[config.mk]
export PLATFORM = sky130hd
export DESIGN_NAME = cam
export DESIGN_NICKNAME = d
export VERILOG_FILES = /design/src/rtl/cam_pkg.sv /design/src/rtl/cam_entry.sv /design/src/rtl/cam.sv
export SDC_FILE = /design/constraint.sdc
export NUM_CORES = 1
export LEC_CHECK = 0
export BUFFER_PORTS_ARGS = -buffer_cell sky130_fd_sc_hd__clkbuf_2
export CAP_MARGIN = 15
export CORE_MARGIN = 10
export CORE_UTILIZATION = 61
export DETAILED_ROUTE_END_ITERATION = 8
export MAX_ROUTING_LAYER = met4
export PLACE_DENSITY = 0.76
export SYNTH_ARGS = -nofsm -noshare
export SYNTH_HDL_FRONTEND = slang
export SYNTH_SLANG_ARGS = --single-unit
[constraint.sdc]
create_clock -name clk -period 2.05 [get_ports clk]
set_clock_uncertainty 0.2 [all_clocks]
set_input_delay 0.1025 -clock clk [delete_from_list [all_inputs] [get_ports clk]]
set_output_delay 0.1025 -clock clk [all_outputs]
set_load 0.01 [all_outputs]
[src/rtl/cam_pkg.sv]
// Shared constants and helpers for the cam block.
// Pointer wrap helper supports any depth, not only powers of two.
package cam_pkg;

   localparam int CAM_WIDTH_DEF = 8;
   localparam int CAM_DEPTH_DEF = 16;

   function automatic int unsigned cam_next_ptr(input int unsigned ptr, input int unsigned depth);
      int unsigned nxt;
      if (ptr == depth - 32'd1) begin
         nxt = 32'd0;
      end else begin
         nxt = ptr + 32'd1;
      end
      return nxt;
   endfunction

endpackage

[src/rtl/cam_entry.sv]
// One CAM slot: stored word, valid flag and a combinational equality compare.
// The word itself is never reset; only the valid flag qualifies it.
module cam_entry
   import cam_pkg::*;
#(
   parameter int WIDTH = CAM_WIDTH_DEF
) (
   input  logic             clk,
   input  logic             rst,
   input  logic             we,
   input  logic [WIDTH-1:0] data_in,
   output logic             hit
);

   logic [WIDTH-1:0] word_r;
   logic             valid_r;

   // Word storage, loaded on a decoded write.
   always_ff @(posedge clk) begin
      if (we && !rst) begin
         word_r <= data_in;
      end else begin
         word_r <= word_r;
      end
   end

   // Valid flag: cleared by reset, set by any write to this slot.
   always_ff @(posedge clk) begin
      if (rst) begin
         valid_r <= 1'b0;
      end else if (we) begin
         valid_r <= 1'b1;
      end else begin
         valid_r <= valid_r;
      end
   end

   assign hit = valid_r && (word_r == data_in);

endmodule

[src/rtl/cam.sv]
// Round-robin-fill content-addressable memory with a registered multi-hot match vector.
// Optional build macro CAM_WRITE_DEDUP_EN drops writes whose data already matches a valid entry.
module cam
   import cam_pkg::*;
#(
   parameter int WIDTH = CAM_WIDTH_DEF,
   parameter int DEPTH = CAM_DEPTH_DEF
) (
   input  logic             clk,
   input  logic             rst,
   input  logic [WIDTH-1:0] data_in,
   input  logic             wr_en,
   output logic [DEPTH-1:0] match
);

   localparam int PW = $clog2(DEPTH);

   logic [PW-1:0]    wr_ptr_r;
   logic [DEPTH-1:0] match_r;
   logic [DEPTH-1:0] hit_s;
   logic [DEPTH-1:0] sel_s;
   logic             wr_accept_s;

   // Decide whether a write cycle actually stores its data.
   always_comb begin
      wr_accept_s = 1'b0;
`ifdef CAM_WRITE_DEDUP_EN
      if (wr_en && (hit_s == {DEPTH{1'b0}})) begin
         wr_accept_s = 1'b1;
      end else begin
         wr_accept_s = 1'b0;
      end
`else
      if (wr_en) begin
         wr_accept_s = 1'b1;
      end else begin
         wr_accept_s = 1'b0;
      end
`endif
   end

   for (genvar g = 0; g < DEPTH; g++) begin : g_entry
      assign sel_s[g] = wr_accept_s && (wr_ptr_r == PW'(g));

      cam_entry #(
         .WIDTH (WIDTH)
      ) u_entry (
         .clk     (clk),
         .rst     (rst),
         .we      (sel_s[g]),
         .data_in (data_in),
         .hit     (hit_s[g])
      );
   end

   // Write pointer advance and match capture; write cycles clear the match vector.
   always_ff @(posedge clk) begin
      if (rst) begin
         wr_ptr_r <= {PW{1'b0}};
         match_r  <= {DEPTH{1'b0}};
      end else if (wr_en) begin
         match_r <= {DEPTH{1'b0}};
         if (wr_accept_s) begin
            wr_ptr_r <= PW'(cam_next_ptr(32'(wr_ptr_r), DEPTH));
         end else begin
            wr_ptr_r <= wr_ptr_r;
         end
      end else begin
         wr_ptr_r <= wr_ptr_r;
         match_r  <= hit_s;
      end
   end

   assign match = match_r;

endmodule

==> flow_metrics.tcl, run 1 <==
set metrics [dict create \
    ctsHoldBuffers 11 \
    drtAntennaViolNets 0 \
    synthCells 437 \
    dieArea_sq_mm 0.0154 \
    critical_path.endpoint_type "flop" \
    synth_seq_cells 164 \
    hold_viol_final 0 \
    total_power_w 0.00711 \
    numPortBuffers 26 \
    path_clk_slew_ps 60 \
    timing.final.crit_period_ps 1890 \
    synth_top_area_cell "edfxtp_1" \
    critPathArrivalTime_ps 2100 \
    hpwl_mm 6.81 \
    power_density_mw_per_mm2 931 \
    synthArstFlopShare_pct 0 \
    maxSlewViolCount 0 \
    multi_input_area_sq_mm 0.00188 \
    drive_gt1_share_pct 14.5 \
    outcome "finished, final reports clean" \
    io_pins 27 \
    fin_area_sq_mm 0.00763 \
    core_sq_mm 0.0105 \
    cp-start-kind "flop" \
    wirelength_mm 11.1 \
    syn_area_per_cell_sq_um 15.1 \
    initial_utilization_pct 63.2 \
    worst_slew_pin_slew_ps 426 \
    ys_seq_area_share_pct 69.0 \
    finalWorstSetupSlack_ps 162 \
    synth_cell_types 27 \
    drc 0 \
    syn-num-nets 452 \
    drtIter0Drc 267 \
    worstSetupStartpoint "wr_ptr_r[0]" \
    path_max_fanout 5 \
    worst_hold_path_type "reg -> reg" \
    cts_resized 0 \
    required_ps 2260 \
    pre_cts_ws_ps 237 \
    final_net_count 499 \
    grt_pass1_wl_mm 18.4 \
    post-cts-setup-buffers 0 \
    cap_violations 0 \
    worstSkewPairLatency_ps 520 \
    rows 37 \
    synthTopCellsByArea "edfxtp_1, xnor2_1, dfxtp_1, nand3_1, a21o_1" \
    fill_cells 697 \
    antennaDiodeCount 0 \
    clock-sinks 164 \
    min_from "g_entry[2].u_entry.valid_r" \
    die_h_um 124 \
    area.sequential_sq_mm 0.00456 \
    avgRoutedWirePerCell_um 17.6 \
    placed_area_sq_mm 0.00693 \
    slew_headroom_pct 71.6 \
    period_share_pct 92.1 \
    clock.fmax_ghz 0.530 \
    setup_violations 0 \
    cts_root_buf "clkbuf_8" \
    htree_levels 4 \
    drt-pass1-iter-count 4 \
    vias_per_cell 5.44 \
    synth_top_area_share_pct 58.1 \
    grt_max_degree 33 \
    grt_pass1_vias 3531 \
    rsz0062_at_grt "no" \
    critPathKind "reg -> reg" \
    via_count 3443 \
    antenna_found_initial 0 \
    synth-edff-count 128 \
    tns_ps 0 \
    synth_area_sq_mm 0.00661 \
    tritoncts "yes" \
    cts_max_path_buffers 2 \
    die_w_um 124 \
    ys.flop_type "edfxtp_1" \
    r2r-start "wr_ptr_r[0]" \
    fin_hold_ws_ps 252 \
    yosys_warnings 0 \
    p_leak_nw 2.58 \
    track_usage_pct 16.3 \
    cts_made_buffers 17 \
    grt_overflow 0 \
    ir_drop_mv 0.542 \
    gp_congestion 0.752 \
    areaGrowthSynthToFinish_pct 15.5 \
]
## synth_stat cells (2+ instances only)
master and n:
buf_4 4, dfxtp_1 36, a21oi_1 3, nor2_1 4
a21o_1 15, nand4_1 16, xnor2_1 128, nand3_1 34
inv_1 3, buf_6 7, buf_2 10, nand2_1 2
edfxtp_1 128, and2_1 16, ha_1 4, nor3_1 16
## layout by cell type, fill, tap and decap left out, types with 2 or more instances in the layout
cell and count:
xnor2_1 128, edfxtp_1 128, dfxtp_1 36, nand3_1 34, clkbuf_2 26, and2_1 16
nand4_1 16, nor3_1 16, clkbuf_16 16, a21o_1 15, dlygate4sd3_1 11, buf_12 7
buf_4 5, nor2_1 4, ha_1 4, inv_6 4, inv_1 3, a21oi_1 3
bufinv_16 3, clkinv_2 3, nand2_1 2, clkinvlp_4 2
## final timing paths
kind | end | depth (start not counted) | slack [ps]
setup / recovery | wr_ptr_r[1] | 5 | 160
hold / removal | g_entry[2].u_entry.valid_r | 1 | 250
setup reg to reg | wr_ptr_r[1] | 5 | 160
hold reg to reg | g_entry[2].u_entry.valid_r | 1 | 250
## flip-flops by register name, indices dropped and copies added (netlist names)
name	flops
match	16
wr_ptr_r	4
g_entry.u_entry.word_r	128
g_entry.u_entry.valid_r	16
## cells by family after synthesis
kind of cell / synth area share [%]
XOR/XNOR: 17.1
multiplexers: 0.151
buffers and inverters: 2.57
flip-flops: 69.0
AO/OA/AOI/OAI: 2.10
AND/OR/NAND/NOR: 8.29
adder cells (fa/ha/maj): 0.757
## final cells by class
cell class                      count  area share [%]
Clock buffer                       17            5.43
Tap cell                          136            2.23
Sequential cell                   164            59.8
Timing Repair Buffer               49            5.47
Inverter                            3           0.148
Multi-Input combinational cell    249            24.6
Clock inverter                     15            2.34
## worst max-delay path, stage by stage, from the launching register on
cell and delay, ps:
dfxtp_1 400, inv_1 120, ha_1 300, mux2i_1 130, nor2_1 60, dlygate4sd3_1 560
## per-stage QoR
step | utilization [%] | std cells
final | 73.0 | 633
after global routing | 73.0 | 633
after CTS | 73.0 | 633
after detailed placement | 66.2 | 590
after global placement | 66.2 | 590
after floorplan | - | 437
## routing by layer
layer	part of all wire, %	global-route usage (%)
met5	0	-
met4	1.3	7.99
met3	4.8	3.85
met2	48	24.1
met1	46	20.9
## where the power goes
group | total [W] | switching [W] | internal, W
clock network | 0.00312 | 0.00125 | 0.00187
logic | 0.000376 | 0.000212 | 0.000164
registers | 0.00362 | 0.0000127 | 0.00360
total | 0.00711 | 0.00147 | 0.00563
(Power assumes the default switching activity.)
==> run 2, diff against run 1 <==
--- a/config.mk
+++ b/config.mk
@@ -12,6 +12,7 @@
 export DETAILED_ROUTE_END_ITERATION = 8
 export MAX_ROUTING_LAYER = met4
 export PLACE_DENSITY = 0.76
+export REMOVE_ABC_BUFFERS = 1
 export SYNTH_ARGS = -nofsm -noshare
 export SYNTH_HDL_FRONTEND = slang
 export SYNTH_SLANG_ARGS = --single-unit
==> flow_metrics.tcl, run 2 (synthesized netlist as in run 1, its figures left out) <==
set metrics [dict create \
    track_usage_pct 16.6 \
    rsz0062_at_grt "no" \
    via_count 3437 \
    dieArea_sq_mm 0.0154 \
    slew_headroom_pct 55.0 \
    fill_cells 700 \
    worstSkewPairLatency_ps 530 \
    cap_violations 0 \
    cts_root_buf "clkbuf_8" \
    tritoncts "yes" \
    pre_cts_ws_ps 171 \
    grt_overflow 0 \
    ir_drop_mv 0.621 \
    drive_gt1_share_pct 13.7 \
    avgRoutedWirePerCell_um 18.0 \
    path_cells "nor4b_2 -> and2_1" \
    vias_per_cell 5.43 \
    io_pins 27 \
    drt-pass1-iter-count 4 \
    top_register "g_entry.u_entry.word_r" \
    post-cts-setup-buffers 0 \
    drtIter0Drc 226 \
    fin_util_pct 72.3 \
    grt_max_degree 33 \
    cp.buffers_inverters 0 \
    die_h_um 124 \
    critPathKind "reg -> reg" \
    drtAntennaViolNets 0 \
    clock-sinks 164 \
    gp_congestion 0.792 \
    clock.fmax_ghz 0.544 \
    clkPwrFrac_pct 42.5 \
    tns_ps 0 \
    p_comb_share_pct 5.3 \
    wirelength_mm 11.4 \
    critPathMaxStageDelay_ps 490 \
    rows 37 \
    final_net_count 499 \
    outcome "finished, final reports clean" \
    largest_register_ffs 128 \
    power_density_mw_per_mm2 916 \
    maxSlewViolCount 0 \
    cts_max_path_buffers 2 \
    critical-path-top-delay-family "simple AND/OR/NAND/NOR gates" \
    worst_slew_pin_slew_ps 675 \
    layout_common_cells "xnor2_1, edfxtp_1, dfxtp_1" \
    grt_pass1_wl_mm 18.6 \
    drc 0 \
    antennaDiodeCount 0 \
    fin_area_sq_mm 0.00757 \
    worst_hold_path_type "reg -> reg" \
    crit_slowest_cell "nor4b_2" \
    core_sq_mm 0.0105 \
    grt_pass1_vias 3608 \
    numPortBuffers 26 \
    hpwl_mm 6.93 \
    swShare_pct 20.5 \
    placed_area_sq_mm 0.00691 \
    hold_viol_final 0 \
    finalWorstSetupSlack_ps 212 \
    p_int_w 0.00551 \
    period_share_pct 89.7 \
    switching_power_w 0.00142 \
    path_max_fanout 9 \
    path_clk_slew_ps 60 \
    timing.final.crit_period_ps 1840 \
    cp-start-kind "flop" \
    setup_violations 0 \
    antenna_found_initial 0 \
    cts_made_buffers 17 \
    required_ps 2030 \
    die_w_um 124 \
    critical_path.endpoint_type "flop" \
    pwr-share-seq_pct 52.2 \
    areaGrowthSynthToFinish_pct 14.5 \
    p_leak_nw 2.54 \
    initial_utilization_pct 63.2 \
    critPathArrivalTime_ps 1820 \
    htree_levels 4 \
]
==> run 2: worst paths after layout <==
check	start	to	slack (ps)	cells after the start
hold reg to reg	g_entry[11].u_entry.valid_r	g_entry[11].u_entry.valid_r	250	1
setup reg to reg	wr_ptr_r[3]	g_entry[1].u_entry.word_r[2]	210	2
setup / recovery	wr_ptr_r[3]	g_entry[1].u_entry.word_r[2]	210	2
hold / removal	g_entry[11].u_entry.valid_r	g_entry[11].u_entry.valid_r	250	1
==> run 2: worst register-to-register path, cell delays in order, from the launching register on <==
cell	delay [ps]
dfxtp_1	370
nor4b_2	490
and2_1	440
==> run 2: power by group through the flow <==
stage               clock network, W  registers (W)  logic, W
floorplan                          0        0.00368  0.000165
global placement                   0        0.00369  0.000345
detailed placement                 0        0.00369  0.000357
CTS                          0.00298        0.00362  0.000375
global route                 0.00313        0.00362  0.000404
finish                       0.00295        0.00362  0.000370
==> run 2: through the flow <==
| step | power, W | hold slack, ps | cells |
|---|---|---|---|
| after floorplan | 0.00385 | -28.4 | 416 |
| after global placement | 0.00403 | 233 | 590 |
| after detailed placement | 0.00404 | 242 | 590 |
| after CTS | 0.00697 | 258 | 633 |
| after global routing | 0.00715 | 273 | 633 |
| final | 0.00693 | 254 | 633 |
==> run 2: final cells by class <==
type	instances	area, sq um	share of cell area (%)
clock buffers	22	443	5.85
clock inverters	10	109	1.44
inverters	3	11.3	0.149
multi-input cells	249	1880	24.8
flip-flops and latches	164	4560	60.3
well taps	136	170	2.25
repair buffers	49	393	5.19
==> run 2: what timing repair did <==
action | in CTS | in global routing
hold buffers | 11 | 0
resized for setup | 0 | 0
hold endpoints to repair | 89 | 0
==> run 2: layer usage <==
layer | GRT usage, % | vias to the layer above | share of wire [%]
met2 | 25.6 | 84 | 48
li1 | - | 1646 | -
met5 | - | - | 0
met1 | 20.7 | 1692 | 45
met3 | 4.16 | 15 | 4.8
met4 | 6.62 | 0 | 1.6
